**config.mk**
```make
export PLATFORM = sky130hd
export DESIGN_NAME = ps2_key_event_rx
export DESIGN_NICKNAME = d
export VERILOG_FILES = /design/src/rtl/ps2_pkg.sv /design/src/rtl/ps2_frame_rx.sv /design/src/rtl/ps2_key_event_rx.sv
export SDC_FILE = /design/constraint.sdc
export NUM_CORES = 1
export LEC_CHECK = 0
export BUFFER_PORTS_ARGS = -buffer_cell sky130_fd_sc_hd__buf_4
export CORE_UTILIZATION = 30
export CTS_CLUSTER_DIAMETER = 120
export DETAILED_ROUTE_END_ITERATION = 10
export GPL_ROUTABILITY_DRIVEN = 0
export SYNTH_ARGS = -nofsm -noshare
export SYNTH_HDL_FRONTEND = slang
export SYNTH_SLANG_ARGS = --single-unit
```
**constraint.sdc**
```tcl
create_clock -name clk -period 3 [get_ports clk]
set_input_delay 0.15 -clock clk [delete_from_list [all_inputs] [get_ports clk]]
set_output_delay 0.15 -clock clk [all_outputs]
set_load 0.1 [all_outputs]
```
**src/rtl/ps2_pkg.sv**
```systemverilog
// Shared constants and types for the PS/2 key-event receiver.
package ps2_pkg;

  localparam logic [7:0] PS2_EXT = 8'hE0;
  localparam logic [7:0] PS2_BRK = 8'hF0;

  localparam int unsigned SCAN_W     = 8;
  localparam int unsigned EVENT_W    = SCAN_W + 2;
  localparam int unsigned EV_REL_BIT = SCAN_W;
  localparam int unsigned EV_EXT_BIT = SCAN_W + 1;
  localparam int unsigned FRAME_BITS = 11;

  typedef enum logic [1:0] {
    ST_IDLE,
    ST_EXT,
    ST_BRK,
    ST_EXT_BRK
  } dec_state_e;

endpackage

```
**src/rtl/ps2_frame_rx.sv**
```systemverilog
// Bit-level PS/2 receiver: synchronises the lines, assembles 11-bit frames,
// checks start/stop/odd parity and aborts stalled frames after a timeout.
module ps2_frame_rx
  import ps2_pkg::*;
#(
  parameter int unsigned SYNC_STAGES    = 3,
  parameter int unsigned TIMEOUT_CYCLES = 100000
) (
  input  logic              clk,
  input  logic              clrn,
  input  logic              ps2_clk,
  input  logic              ps2_data,
  output logic [SCAN_W-1:0] rx_byte,
  output logic              byte_valid,
  output logic              frame_err
);

  localparam int unsigned TO_W = $clog2(TIMEOUT_CYCLES + 1);

  logic [SYNC_STAGES-1:0] clk_sync_q, clk_sync_d;
  logic [SYNC_STAGES-1:0] dat_sync_q, dat_sync_d;
  logic                   clk_prev_q, clk_prev_d;
  logic [3:0]             bit_cnt_q, bit_cnt_d;
  logic [9:0]             shift_q, shift_d;
  logic [TO_W-1:0]        to_cnt_q, to_cnt_d;
  logic [SCAN_W-1:0]      byte_q, byte_d;
  logic                   valid_q, valid_d;
  logic                   err_q, err_d;
  logic                   ps2_clk_s, ps2_data_s, sample, frame_ok;

  assign ps2_clk_s  = clk_sync_q[SYNC_STAGES-1];
  assign ps2_data_s = dat_sync_q[SYNC_STAGES-1];
  assign sample     = clk_prev_q & ~ps2_clk_s;
  // shift_q holds start in bit 0, data in [8:1], parity in bit 9; stop is live.
  assign frame_ok   = ~shift_q[0] & ps2_data_s & (^shift_q[9:1]);

  always_comb begin
    clk_sync_d = {clk_sync_q[SYNC_STAGES-2:0], ps2_clk};
    dat_sync_d = {dat_sync_q[SYNC_STAGES-2:0], ps2_data};
    clk_prev_d = ps2_clk_s;
    bit_cnt_d  = bit_cnt_q;
    shift_d    = shift_q;
    to_cnt_d   = to_cnt_q;
    byte_d     = byte_q;
    valid_d    = 1'b0;
    err_d      = 1'b0;
    if (sample) begin
      to_cnt_d = '0;
      if (bit_cnt_q == 4'(FRAME_BITS - 1)) begin
        bit_cnt_d = '0;
        if (frame_ok) begin
          byte_d  = shift_q[8:1];
          valid_d = 1'b1;
        end else begin
          err_d = 1'b1;
        end
      end else begin
        bit_cnt_d = bit_cnt_q + 4'd1;
        shift_d   = {ps2_data_s, shift_q[9:1]};
      end
    end else if (bit_cnt_q != '0) begin
      if (to_cnt_q == TO_W'(TIMEOUT_CYCLES - 1)) begin
        bit_cnt_d = '0;
        to_cnt_d  = '0;
        err_d     = 1'b1;
      end else begin
        to_cnt_d = to_cnt_q + TO_W'(1);
      end
    end
  end

  always_ff @(posedge clk) begin
    if (!clrn) begin
      clk_sync_q <= '1;
      dat_sync_q <= '1;
      clk_prev_q <= 1'b1;
      bit_cnt_q  <= '0;
      shift_q    <= '0;
      to_cnt_q   <= '0;
      byte_q     <= '0;
      valid_q    <= 1'b0;
      err_q      <= 1'b0;
    end else begin
      clk_sync_q <= clk_sync_d;
      dat_sync_q <= dat_sync_d;
      clk_prev_q <= clk_prev_d;
      bit_cnt_q  <= bit_cnt_d;
      shift_q    <= shift_d;
      to_cnt_q   <= to_cnt_d;
      byte_q     <= byte_d;
      valid_q    <= valid_d;
      err_q      <= err_d;
    end
  end

  assign rx_byte    = byte_q;
  assign byte_valid = valid_q;
  assign frame_err  = err_q;

endmodule

```
**src/rtl/ps2_key_event_rx.sv**
```systemverilog
// PS/2 key-event receiver: decodes E0/F0 prefixes into {ext, rel, scan}
// events and queues them in a small FIFO with sticky error flags.
module ps2_key_event_rx
  import ps2_pkg::*;
#(
  parameter int unsigned DEPTH          = 8,
  parameter int unsigned SYNC_STAGES    = 3,
  parameter int unsigned TIMEOUT_CYCLES = 100000,
  parameter bit          RELEASE_ONLY   = 1'b0
) (
  input  logic                     clk,
  input  logic                     clrn,
  input  logic                     ps2_clk,
  input  logic                     ps2_data,
  output logic [EVENT_W-1:0]       key_event,
  output logic                     out_valid,
  input  logic                     out_ready,
  output logic [$clog2(DEPTH):0]   count,
  output logic                     overflow,
  output logic                     frame_err,
  input  logic                     err_clear
);

  localparam int unsigned PTR_W = $clog2(DEPTH);
  localparam int unsigned CNT_W = PTR_W + 1;

  logic [SCAN_W-1:0]  rx_byte;
  logic               byte_valid, rx_err;
  dec_state_e         state_q, state_d;
  logic               ev_valid, push_req, push, pop, full;
  logic [EVENT_W-1:0] ev_data;
  logic [EVENT_W-1:0] mem_q [DEPTH];
  logic [PTR_W-1:0]   wr_ptr_q, wr_ptr_d, rd_ptr_q, rd_ptr_d;
  logic [CNT_W-1:0]   count_q, count_d;
  logic               ovf_q, ovf_d, ferr_q, ferr_d;

  ps2_frame_rx #(
    .SYNC_STAGES    (SYNC_STAGES),
    .TIMEOUT_CYCLES (TIMEOUT_CYCLES)
  ) u_frame_rx (
    .clk        (clk),
    .clrn       (clrn),
    .ps2_clk    (ps2_clk),
    .ps2_data   (ps2_data),
    .rx_byte    (rx_byte),
    .byte_valid (byte_valid),
    .frame_err  (rx_err)
  );

  always_comb begin
    state_d  = state_q;
    ev_valid = 1'b0;
    ev_data  = '0;
    if (byte_valid) begin
      if (rx_byte == PS2_EXT) begin
        state_d = ST_EXT;
      end else if (rx_byte == PS2_BRK) begin
        state_d = (state_q == ST_EXT || state_q == ST_EXT_BRK) ? ST_EXT_BRK : ST_BRK;
      end else begin
        ev_valid = 1'b1;
        ev_data  = {(state_q == ST_EXT || state_q == ST_EXT_BRK),
                    (state_q == ST_BRK || state_q == ST_EXT_BRK), rx_byte};
        state_d  = ST_IDLE;
      end
    end
  end

  // A full FIFO still accepts a push when the head leaves in the same cycle.
  always_comb begin
    push_req = ev_valid && (!RELEASE_ONLY || ev_data[EV_REL_BIT]);
    pop      = (count_q != '0) && out_ready;
    full     = (count_q == CNT_W'(DEPTH));
    push     = push_req && (!full || pop);
    wr_ptr_d = push ? wr_ptr_q + PTR_W'(1) : wr_ptr_q;
    rd_ptr_d = pop  ? rd_ptr_q + PTR_W'(1) : rd_ptr_q;
    count_d  = count_q + CNT_W'(push) - CNT_W'(pop);
    ovf_d    = (push_req && full && !pop) ? 1'b1 : (err_clear ? 1'b0 : ovf_q);
    ferr_d   = rx_err ? 1'b1 : (err_clear ? 1'b0 : ferr_q);
  end

  always_ff @(posedge clk) begin
    if (!clrn) begin
      state_q  <= ST_IDLE;
      wr_ptr_q <= '0;
      rd_ptr_q <= '0;
      count_q  <= '0;
      ovf_q    <= 1'b0;
      ferr_q   <= 1'b0;
    end else begin
      state_q  <= state_d;
      wr_ptr_q <= wr_ptr_d;
      rd_ptr_q <= rd_ptr_d;
      count_q  <= count_d;
      ovf_q    <= ovf_d;
      ferr_q   <= ferr_d;
    end
  end

  always_ff @(posedge clk) begin
    if (push) mem_q[wr_ptr_q] <= ev_data;
  end

  assign out_valid = (count_q != '0);
  assign key_event = out_valid ? mem_q[rd_ptr_q] : '0;
  assign count     = count_q;
  assign overflow  = ovf_q;
  assign frame_err = ferr_q;

endmodule
```
# ---- After elaboration in Yosys (flattened, before gate mapping)
# Memories as Yosys holds them, arrays and structs flattened. A register that Yosys moved wholly into a read port is not among the register bits.
# Cells that the tools add are included.
dict set report classes {
  reduce_logical 21
  addsub 6
  n_eq_ne 8
  bitwise 7
  muxes 28
}
# operator count
set ops {}
lappend ops {{2-to-1 mux 10 bit} 4}
lappend ops {{adder 17 x 1 -> 17 bit (second input constant)} 1}
lappend ops {{== test 17 bit (second input constant)} 1}
lappend ops {{2-to-1 mux 17 bit} 1}
lappend ops {{== test 8 bit (second input constant)} 2}
lappend ops {{2-to-1 mux 4 bit} 4}
lappend ops {{2-to-1 mux 1 bit} 15}
lappend ops {{XOR reduction 9 bit} 1}
lappend ops {{== test 4 bit (second input constant)} 2}
lappend ops {{nonzero test 2 bit} 4}
lappend ops {{nonzero test 4 bit} 2}
lappend ops {{adder 3 x 1 -> 3 bit (second input constant)} 2}
lappend ops {{2-to-1 mux 3 bit} 2}
lappend ops {{AND reduction 3 bit} 2}
lappend ops {{adder 4 x 1 -> 4 bit} 1}
lappend ops {{adder 4 x 1 -> 4 bit (second input constant)} 1}
lappend ops {{== test 2 bit (second input constant)} 2}
lappend ops {{logical AND 1 bit} 4}
lappend ops {{2-to-1 mux 2 bit} 2}
lappend ops {{NOT 1 bit} 4}
lappend ops {{AND reduction 2 bit} 2}
lappend ops {{subtractor 4 x 1 -> 4 bit} 1}
lappend ops {{AND 1 bit} 3}
lappend ops {{logical OR 1 bit} 3}
lappend ops {{3 further kinds} 4}
dict set report totals {
  ram_bits 80
  inputBits 6
  regBits 62
  out_inout_bits 17
  mem_count 1
  wordCells 86
}
# name depth width rd rd_ports_with_merged_regs wr line
set memory_table {}
lappend memory_table {mem_q 8 10 1 1 1 ps2_key_event_rx.sv:32} ;# logic [EVENT_W-1:0] mem_q [DEPTH];

# ---- Depth between registers and ports, before layout
# Gate-level depths: netlist (run 1).
dict set report depth {
  depth_word 7
  ltp_mapped 12
  ltp_nobuf 12
}

# ---- Modules after synthesis
# Synthesis (run 1) repeated with hierarchy kept, for this count alone.
dict set report hier_totals {
  hier_cells 464
  hier_area_um2 6158.4
}
# mod area_each_um2 seq_area_each_um2 n_inst cells_each
set by_module_without_submodules {}
lappend by_module_without_submodules {ps2_key_event_rx 3958.8 2742.6 1 234}
lappend by_module_without_submodules {ps2_frame_rx 2199.6 960.9 1 230}

# ---- Worst setup path before layout (run 1)
# OpenSTA, ideal clock, no wires.
dict set report synth_timing {
  path_kind {register to register}
  startpoint {register count_q[2] (netlist: count[2])}
  endpoint {register count_q[2] (netlist: count[2])}
  arrival_time_ns 3.313
  setup_ns 0.128
  stages_incl_launch_ff 12
  synth_period_minus_slack_ns 3.441
  path_slack_ns -0.441
  n_path_buf 0
  required_time_ns 2.872
  path_cell_list {dfxtp_1 -> inv_1 -> ha_1 -> and2_1 -> inv_1 -> nand2_1 -> nand3_1 -> nand2_1 -> ha_1 -> fa_1 -> xnor2_1 -> nor2_1}
}
dict set report synth_between {
  elab_chain_cells 6
  word_cells_on_any_way 8
  classes_between {2 x add/sub; 1 x eq/ne; 5 x reduce/logical}
}
# element line
set synth_rtl {}
lappend synth_rtl {{from (decl)} ps2_key_event_rx.sv:34} ;# logic [CNT_W-1:0] count_q, count_d;
lappend synth_rtl {{from (signal assigned)} ps2_key_event_rx.sv:93} ;# count_q <= count_d;
lappend synth_rtl {{nonzero test 4 bit *} -}
lappend synth_rtl {{via out_valid} ps2_key_event_rx.sv:16} ;# output logic out_valid,
lappend synth_rtl {{logical AND 1 bit *} ps2_key_event_rx.sv:71} ;# pop = (count_q != '0) && out_ready;
lappend synth_rtl {{logical OR 1 bit} ps2_key_event_rx.sv:73} ;# push = push_req && (!full || pop);
lappend synth_rtl {{logical AND 1 bit} ps2_key_event_rx.sv:73}
lappend synth_rtl {{adder 4 x 1 -> 4 bit} ps2_key_event_rx.sv:76} ;# count_d = count_q + CNT_W'(push) - CNT_W'(pop);
lappend synth_rtl {{subtractor 4 x 1 -> 4 bit *} ps2_key_event_rx.sv:76}
# The timed path passes the listed nets; every way through them passes the cells marked *.
# A chain may end at the register's enable or synchronous reset.

# ---- Worst setup path in the final report (run 1)
dict set report layout_timing {
  startpoint {register count_q[2] (netlist: count[2])}
  endpoint {register count_q[2] (netlist: count[2])}
}
dict set report layout_between {
  elab_chain_cells 6
  word_cells_on_any_way 8
  classes_between {2 x add/sub; 1 x eq/ne; 5 x reduce/logical}
}
# element line
set layout_rtl {}
lappend layout_rtl {{== test 4 bit / nonzero test 4 bit (equally long branches)} {ps2_key_event_rx.sv:72, ps2_key_event_rx.sv:71}}
lappend layout_rtl {{logical NOT 1 bit / logical AND 1 bit (equally long branches)} {ps2_key_event_rx.sv:73, ps2_key_event_rx.sv:71}}
lappend layout_rtl {{logical OR 1 bit} ps2_key_event_rx.sv:73}
lappend layout_rtl {{logical AND 1 bit} ps2_key_event_rx.sv:73}
lappend layout_rtl {{adder 4 x 1 -> 4 bit} ps2_key_event_rx.sv:76}
lappend layout_rtl {{subtractor 4 x 1 -> 4 bit *} ps2_key_event_rx.sv:76}
# Mark *: on every way between the ends. The rest lies on a longest branch, timed or not.

==> results.py, run 1 <==
metrics = {
    "worst_setup_path": {
        "timing.critical_path.mode_cell": "ha_1",
        "critical_path.slowest_cell": "and2_1",
        "crit_family": "simple AND/OR/NAND/NOR gates",
        "crit_path_max_fanout": 11,
        "cp_data_required_time_ns": 3.28,
        "timing_worst_setup_path_type": "register to register",
        "worst-endpoint-arrival_ns": 2.89,
        "worst_path_bufs_invs": 2,
        "category_of_the_worst_setup_path_capture_point": "register",
        "worstPathCellList": "inv_1 -> ha_1 -> and2_1 -> clkinvlp_4 -> nand3_1 -> nand2_1 -> ha_1 -> fa_1 -> xnor2_1 -> nor2_1",
        "critical-path-max-stage-delay_ns": 0.52,
        "critical_path_start_type": "register",
    },
    "grt": {
        "first_global_vias": 3684,
        "grt_use_met1_pct": 15.01,
        "globalRouteMet3Util_pct": 3.399,
        "globalRouteTotalUtil_pct": 12.45,
        "grt_pass1_wl_mm": 19.03,
        "grt.overflow.total": 0,
        "globalRoute.busiestLayer": "met2",
        "antenna_found_initial": 0,
        "grt_util_met2_pct": 21.10,
        "grt_max_degree": 32,
    },
    "detailed_routing": {
        "number_of_optimization_iterations_in_the_first_detailed_route_pass": 5,
        "drt-initial-drc-count": 265,
        "final_antenna_net_count": 0,
        "route.detailed.wl_per_inst_um": 14.94,
        "drt_wl_total_mm": 11.71,
        "via_per_inst": 4.689,
        "dr_total_vias": 3676,
        "detail_route.drc_violations": 0,
    },
    "place": {
        "port-buffer-count": 22,
        "pre_cts_ws_ns": 0.3711,
        "place_hpwl_mm": 7.832,
    },
    "sta": {
        "grt_setup_unrepaired": "false",
        "setup_total_negative_slack_ns": 0,
        "timing_worst_slew_pin_value_ns": 1.234,
        "fin_worst_hold_slack_ns": 0.06228,
        "setup_violations": 0,
        "worst_slew_margin_rel_pct": 17.39,
        "layout_worst_path_cycle_share_pct": 87.21,
        "timing.final.ws_setup_ns": 0.3837,
        "final_period_minus_worst_setup_slack_ns": 2.616,
        "max_clock_freq_mhz": 382.2,
        "skew_ns": 0.009574,
        "finalHoldViolations": 0,
        "finalMaxSlewViolations": 0,
    },
    "logic_synthesis": {
        "synth.yosys.seq_area_share_pct": 61.82,
        "synthFlopType": "edfxtp_1",
        "synthesis.instances": 468,
        "summed_instance_area_of_the_synthesized_netlist_um2": 5991,
        "synth_enable_flop_cells": 80,
        "syn_avg_cell_area_um2": 12.80,
        "syn-num-nets": 486,
        "yosys_warnings": 0,
        "async_reset_ff_share_pct": 0,
        "ys_ff_latch": 145,
        "synth.lib_cells_used.distinct": 45,
    },
    "pwr": {
        "power_per_cell_area_nw_per_um2": 730.0,
        "static-leakage-power_nw": 2.499,
        "power_mw": 5.205,
        "largest_voltage_drop_on_the_vdd_net_v": 0.0004501,
    },
    "hold_path": {
        "worst_hold_path_type": "input port to register",
    },
    "floorplanning": {
        "std_cell_rows": 51,
        "initial_utilization_pct": 30.68,
        "dieWidth_um": 143.3,
        "fp.dieH_um": 143.3,
        "placeableCoreArea_um2": 19530,
        "die_area_um2": 20540,
        "ios": 23,
    },
    "layout": {
        "layout.cells.most_common": "edfxtp_1",
        "seq_area_um2": 3709,
        "number_of_filler_cells_placed_in_the_layout": 1930,
        "antenna-diode-count": 0,
        "layout_common_cells": "edfxtp_1, dfxtp_1, nand2_1, nor2_1, buf_4",
        "nNetsFinal": 524,
        "layout-area-overhead-vs-synth_pct": 19.01,
        "drive_gt1_share_pct": 18.69,
        "multiInputGateArea_um2": 2172,
    },
    "status": {
        "outcome": "finished, final reports clean",
    },
    "job": {
        "max-cap-violations": 0,
    },
    "cts": {
        "worstSkewPairLatency_ns": 0.42,
        "cts_max_level": 4,
        "cts_root_buf": "clkbuf_16",
        "cts.path.max_buffers": 2,
        "number_of_buffers_created_by_cts": 17,
        "post-cts-setup-buffers": 0,
        "clock_tree_sinks": 145,
        "postCtsResizedCells": 0,
        "clkSlewWorstSetupHoldPaths_ns": 0.06,
        "quantity_of_hold_fixing_buffers_added_after_cts": 2,
        "cts_tree": "built",
    },
}
## cells by family (layout without fill, tap and decap cells)
logic type	Yosys count	in the layout	share of synthesized area (%)
xor+xnor	19	19	3.258
fa+ha+maj	12	12	2.632
buf+inv	31	82	2.026
simple gates	169	169	14.08
flops	145	145	61.82
compound gates	52	52	5.117
mux	40	40	11.07
## cells in the mapped netlist, types with 2 or more instances
| cell type | number | area share, % |
|---|---|---|
| a21oi_1 | 28 | 2.3 |
| a31oi_1 | 2 | 0.21 |
| and2_1 | 15 | 1.6 |
| and3_1 | 3 | 0.31 |
| buf_2 | 4 | 0.33 |
| clkbuf_1 | 13 | 0.81 |
| dfxtp_1 | 65 | 22 |
| edfxtp_1 | 80 | 40 |
| ha_1 | 11 | 2.3 |
| inv_1 | 13 | 0.81 |
| mux2i_1 | 19 | 3.2 |
| mux4_2 | 20 | 7.5 |
| nand2_1 | 56 | 3.5 |
| nand2b_1 | 13 | 1.4 |
| nand3_1 | 13 | 1.1 |
| nand4_1 | 3 | 0.31 |
| nor2_1 | 35 | 2.2 |
| nor3_1 | 8 | 0.67 |
| nor4b_1 | 3 | 0.44 |
| o211ai_1 | 4 | 0.50 |
| o21ai_0 | 10 | 0.84 |
| o31ai_1 | 2 | 0.25 |
| or3_1 | 7 | 0.73 |
| or3b_2 | 2 | 0.29 |
| or4_1 | 4 | 0.50 |
| xnor2_1 | 13 | 1.9 |
| xor2_1 | 4 | 0.58 |
## power by group
part,internal [mW],switching (mW)
Combinational,0.336,0.608
Clock,1.23,0.846
Sequential,2.13,0.0498
## layer usage
layer | part of all wire (%) | wire, um
met4 | 1.4 | 164
met3 | 3.0 | 351
met5 | 0 | 0
met1 | 46 | 5384
met2 | 50 | 5811
## per-stage QoR
step                cells  util, %  area, um2
global route          784    36.51       7129
global placement      750    33.43       6528
finish                784    36.51       7129
detailed placement    750    33.43       6528
CTS                   784    36.51       7129
floorplan             468        -       6000
## state kept, by name, summed over array words and instances (netlist names), named ones only
register               flops
state_q                    2
frame_err                  1
u_frame_rx.frame_err       1
mem_q                     80
u_frame_rx.dat_sync_q      3
rd_ptr_q                   3
u_frame_rx.clk_sync_q      3
count                      4
wr_ptr_q                   3
overflow                   1
u_frame_rx.clk_prev_q      1
u_frame_rx.rx_byte         8
u_frame_rx.byte_valid      1
u_frame_rx.to_cnt_q       17
u_frame_rx.bit_cnt_q       4
u_frame_rx.shift_q        10
## worst register-to-register path, stage by stage (launching register included)
cell	delay, ns
dfxtp_2	0.32
inv_1	0.10
ha_1	0.16
and2_1	0.52
clkinvlp_4	0.28
nand3_1	0.21
nand2_1	0.08
ha_1	0.21
fa_1	0.38
xnor2_1	0.16
nor2_1	0.05
## worst paths after layout
check                           startpoint                       end  slack [ns]  depth (start not counted)
setup reg to reg                  count[2]                  count[2]        0.38                         10
setup / recovery                  count[2]                  count[2]        0.38                         10
hold / removal                   out_ready                  register        0.06                          3
hold reg to reg   u_frame_rx.dat_sync_q[0]  u_frame_rx.dat_sync_q[1]        0.41                          1
## cell type report
type	count	share of cell area, %
clock inverters	14	2.141
clock buffers	18	6.020
multi-input cells	292	30.47
repair buffers	37	3.966
flip-flops and latches	145	52.02
well taps	265	4.651
inverters	13	0.7371
Power figures use the tool's default switching activity.
==> inputs of run 2 (changes only) <==
--- a/config.mk
+++ b/config.mk
@@ -5,6 +5,7 @@
 export SDC_FILE = /design/constraint.sdc
 export NUM_CORES = 1
 export LEC_CHECK = 0
+export ABC_AREA = 1
 export BUFFER_PORTS_ARGS = -buffer_cell sky130_fd_sc_hd__buf_4
 export CORE_UTILIZATION = 30
 export CTS_CLUSTER_DIAMETER = 120
==> run 2 against run 1 <==
Net effect: clock-buffer cell count unchanged; sequential cell count unchanged; sequential power about the same; final cell count increased by 25%; largest power group unchanged.
==> results.py, run 2 <==
metrics = {
    "detailed_routing": {
        "detail_route.drc_violations": 0,
        "via_per_inst": 4.588,
        "drt_wl_total_mm": 13.02,
        "route.detailed.wl_per_inst_um": 13.33,
        "number_of_optimization_iterations_in_the_first_detailed_route_pass": 5,
        "dr_total_vias": 4482,
        "drt-initial-drc-count": 318,
        "final_antenna_net_count": 0,
    },
    "logic_synthesis": {
        "ys_top_cells_by_count": "nor2_1, nand2_1, edfxtp_1, inv_1, dfxtp_1",
        "synth_area_leader_cell": "edfxtp_1",
        "ys_ff_latch": 145,
        "synth.lib_cells_used.distinct": 42,
        "synth_enable_flop_cells": 80,
        "synth.yosys.seq_area_share_pct": 58.74,
        "syn-num-nets": 677,
        "summed_instance_area_of_the_synthesized_netlist_um2": 6305,
        "synthesis.instances": 659,
        "yosys_warnings": 0,
        "yosysMostFrequentCell": "nor2_1",
        "synthFlopType": "edfxtp_1",
        "async_reset_ff_share_pct": 0,
        "yosys-top-cells-area": "edfxtp_1, dfxtp_1, nor2_1",
        "syn_avg_cell_area_um2": 9.567,
        "post-synth-top-area-fraction_pct": 38.10,
    },
    "cts": {
        "clkSlewWorstSetupHoldPaths_ns": 0.06,
        "cts.path.max_buffers": 2,
        "cts_tree": "built",
        "worstSkewPairLatency_ns": 0.42,
        "cts_root_buf": "clkbuf_16",
        "cts_max_level": 4,
        "number_of_buffers_created_by_cts": 17,
        "clock_tree_sinks": 145,
    },
    "worst_setup_path": {
        "cp_data_required_time_ns": 2.85,
        "reg_to_reg_critical_path_startpoint": "count[2]",
        "timing_worst_setup_path_type": "register to output pin",
        "worst-endpoint-arrival_ns": 2.32,
        "category_of_the_worst_setup_path_capture_point": "output pin",
        "critical_path_start_type": "register",
        "crit_path_max_fanout": 20,
    },
    "pwr": {
        "seq_power_share_pct": 36.0,
        "power_per_cell_area_nw_per_um2": 793.5,
        "static-leakage-power_nw": 2.965,
        "total_switching_power_mw": 2.201,
        "switching_share_pct": 36.62,
        "clockPowerShare_pct": 34.5,
        "largest_voltage_drop_on_the_vdd_net_v": 0.0005731,
        "power_mw": 6.010,
        "combinational_power_share_pct": 29.6,
        "p_int_mw": 3.809,
    },
    "layout": {
        "seq_area_um2": 3705,
        "layout.cells.most_common": "nor2_1",
        "multiInputGateArea_um2": 2371,
        "layout_common_cells": "nor2_1, nand2_1, edfxtp_1, inv_1, dfxtp_1",
        "number_of_filler_cells_placed_in_the_layout": 2074,
        "finalCoreUtilization_pct": 37.07,
        "antenna-diode-count": 0,
        "drive_gt1_share_pct": 17.40,
        "regs_by_ff_count": "mem_q (80), u_frame_rx.to_cnt_q (17), u_frame_rx.shift_q (10)",
        "layout-area-overhead-vs-synth_pct": 20.12,
        "max_flop_register": "mem_q",
        "nNetsFinal": 712,
        "design_area_um2": 7574,
        "flip_flop_count_of_the_largest_register_after_layout": 80,
    },
    "status": {
        "outcome": "finished, final reports clean",
    },
    "sta": {
        "layout_worst_path_cycle_share_pct": 82.39,
        "finalHoldViolations": 0,
        "setup_violations": 0,
        "final_period_minus_worst_setup_slack_ns": 2.472,
        "timing_worst_slew_pin_value_ns": 0.7430,
        "setup_total_negative_slack_ns": 0,
        "grt_setup_unrepaired": "false",
        "worst_slew_margin_rel_pct": 50.41,
        "max_clock_freq_mhz": 404.6,
        "finalMaxSlewViolations": 0,
        "skew_ns": 0.01167,
    },
    "grt": {
        "grt_pass1_wl_mm": 21.60,
        "grt.overflow.total": 0,
        "first_global_vias": 4333,
        "globalRouteTotalUtil_pct": 12.86,
        "antenna_found_initial": 0,
        "grt_max_degree": 41,
    },
    "floorplanning": {
        "placeableCoreArea_um2": 20430,
        "std_cell_rows": 52,
        "fp.dieH_um": 147.0,
        "ios": 23,
        "initial_utilization_pct": 30.86,
        "die_area_um2": 21600,
        "dieWidth_um": 147.0,
    },
    "place": {
        "placed_area_um2": 6968,
        "port-buffer-count": 22,
        "place_hpwl_mm": 8.570,
    },
    "hold_path": {
        "worst_hold_path_type": "input port to register",
        "timing.hold.worst.start": "err_clear",
    },
    "job": {
        "max-cap-violations": 0,
    },
}
run 2: changes by cell type in the layout (fill, tap and decap cells not counted), moves of 20 or more:
| cell | previous run | this run |
|---|---|---|
| mux4_2 | 20 | 0 |
| o21ai_0 | 10 | 56 |
| nand2_1 | 56 | 90 |
| nor2_1 | 35 | 108 |
| nand4_1 | 3 | 23 |
| inv_1 | 12 | 73 |
run 2: layout make-up:
class / instances / share of cell area, %
multi-input cells: 416 / 31.31
clock buffers: 18 / 5.667
repair buffers: 37 / 3.734
clock inverters: 14 / 2.065
flip-flops and latches: 145 / 48.92
well taps: 270 / 4.461
inverters: 77 / 3.849
run 2: power by group through the flow:
| stage | registers (mW) | logic, mW | clock network [mW] |
|---|---|---|---|
| after detailed placement | 2.20 | 1.79 | 0 |
| after CTS | 2.16 | 1.80 | 2.12 |
| after floorplan | 2.36 | 1.26 | 0 |
| after global routing | 2.17 | 1.91 | 2.20 |
| after global placement | 2.20 | 1.78 | 0 |
| final | 2.16 | 1.78 | 2.07 |
run 2: critical path: stages (launching register included):
cell and delay (ns):
dfxtp_1 0.31, inv_1 0.54, o21ai_0 0.22, o22ai_1 0.18, o21ai_0 0.17, a31oi_4 0.18
buf_4 0.31
run 2: final timing paths:
path | end | cells after the start | slack, ns
worst max-delay path | key_event[3] | 6 | 0.53
worst min-delay path | frame_err | 4 | 0.05
worst max register to register | count[2] | 13 | 0.81
worst min register to register | u_frame_rx.dat_sync_q[1] | 1 | 0.41
run 2: metal layers:
layer,vias up,part of all wire [%],global-route usage [%]
li1,2305,-,-
met3,5,5.9,2.950
met2,106,45,19.93
met4,0,0.58,4.639
met1,2066,49,17.54
met5,-,0,0
run 2: timing repair:
item,CTS,global route
hold buffers,2,0
gates resized for setup,0,0
setup endpoints to repair,0,0
setup buffers,0,0
hold endpoints to repair,2,0
run 2: logic make-up after synthesis:
logic type                 after synthesis  synth area share, %
AOI/OAI and AO/OA                      119                11.13
and+or+nand+nor                        278                20.76
DFF                                    145                58.74
xor gates and xnor gates                 7               0.9724
adders and majority gates               12                2.500
buffers and inverters                   98                5.894
run 2: stage by stage:
step / worst slack [ns] / hold WS (ns) / cells
2_1_floorplan: 0.07204 / 0.2566 / 659
3_3_place_gp: 0.8767 / 0.3372 / 943
3_5_place_dp: 0.7943 / 0.3423 / 943
4_1_cts: 0.4765 / 0.03046 / 977
5_1_grt: 0.3850 / 0.05986 / 977
6_report: 0.5283 / 0.04544 / 977
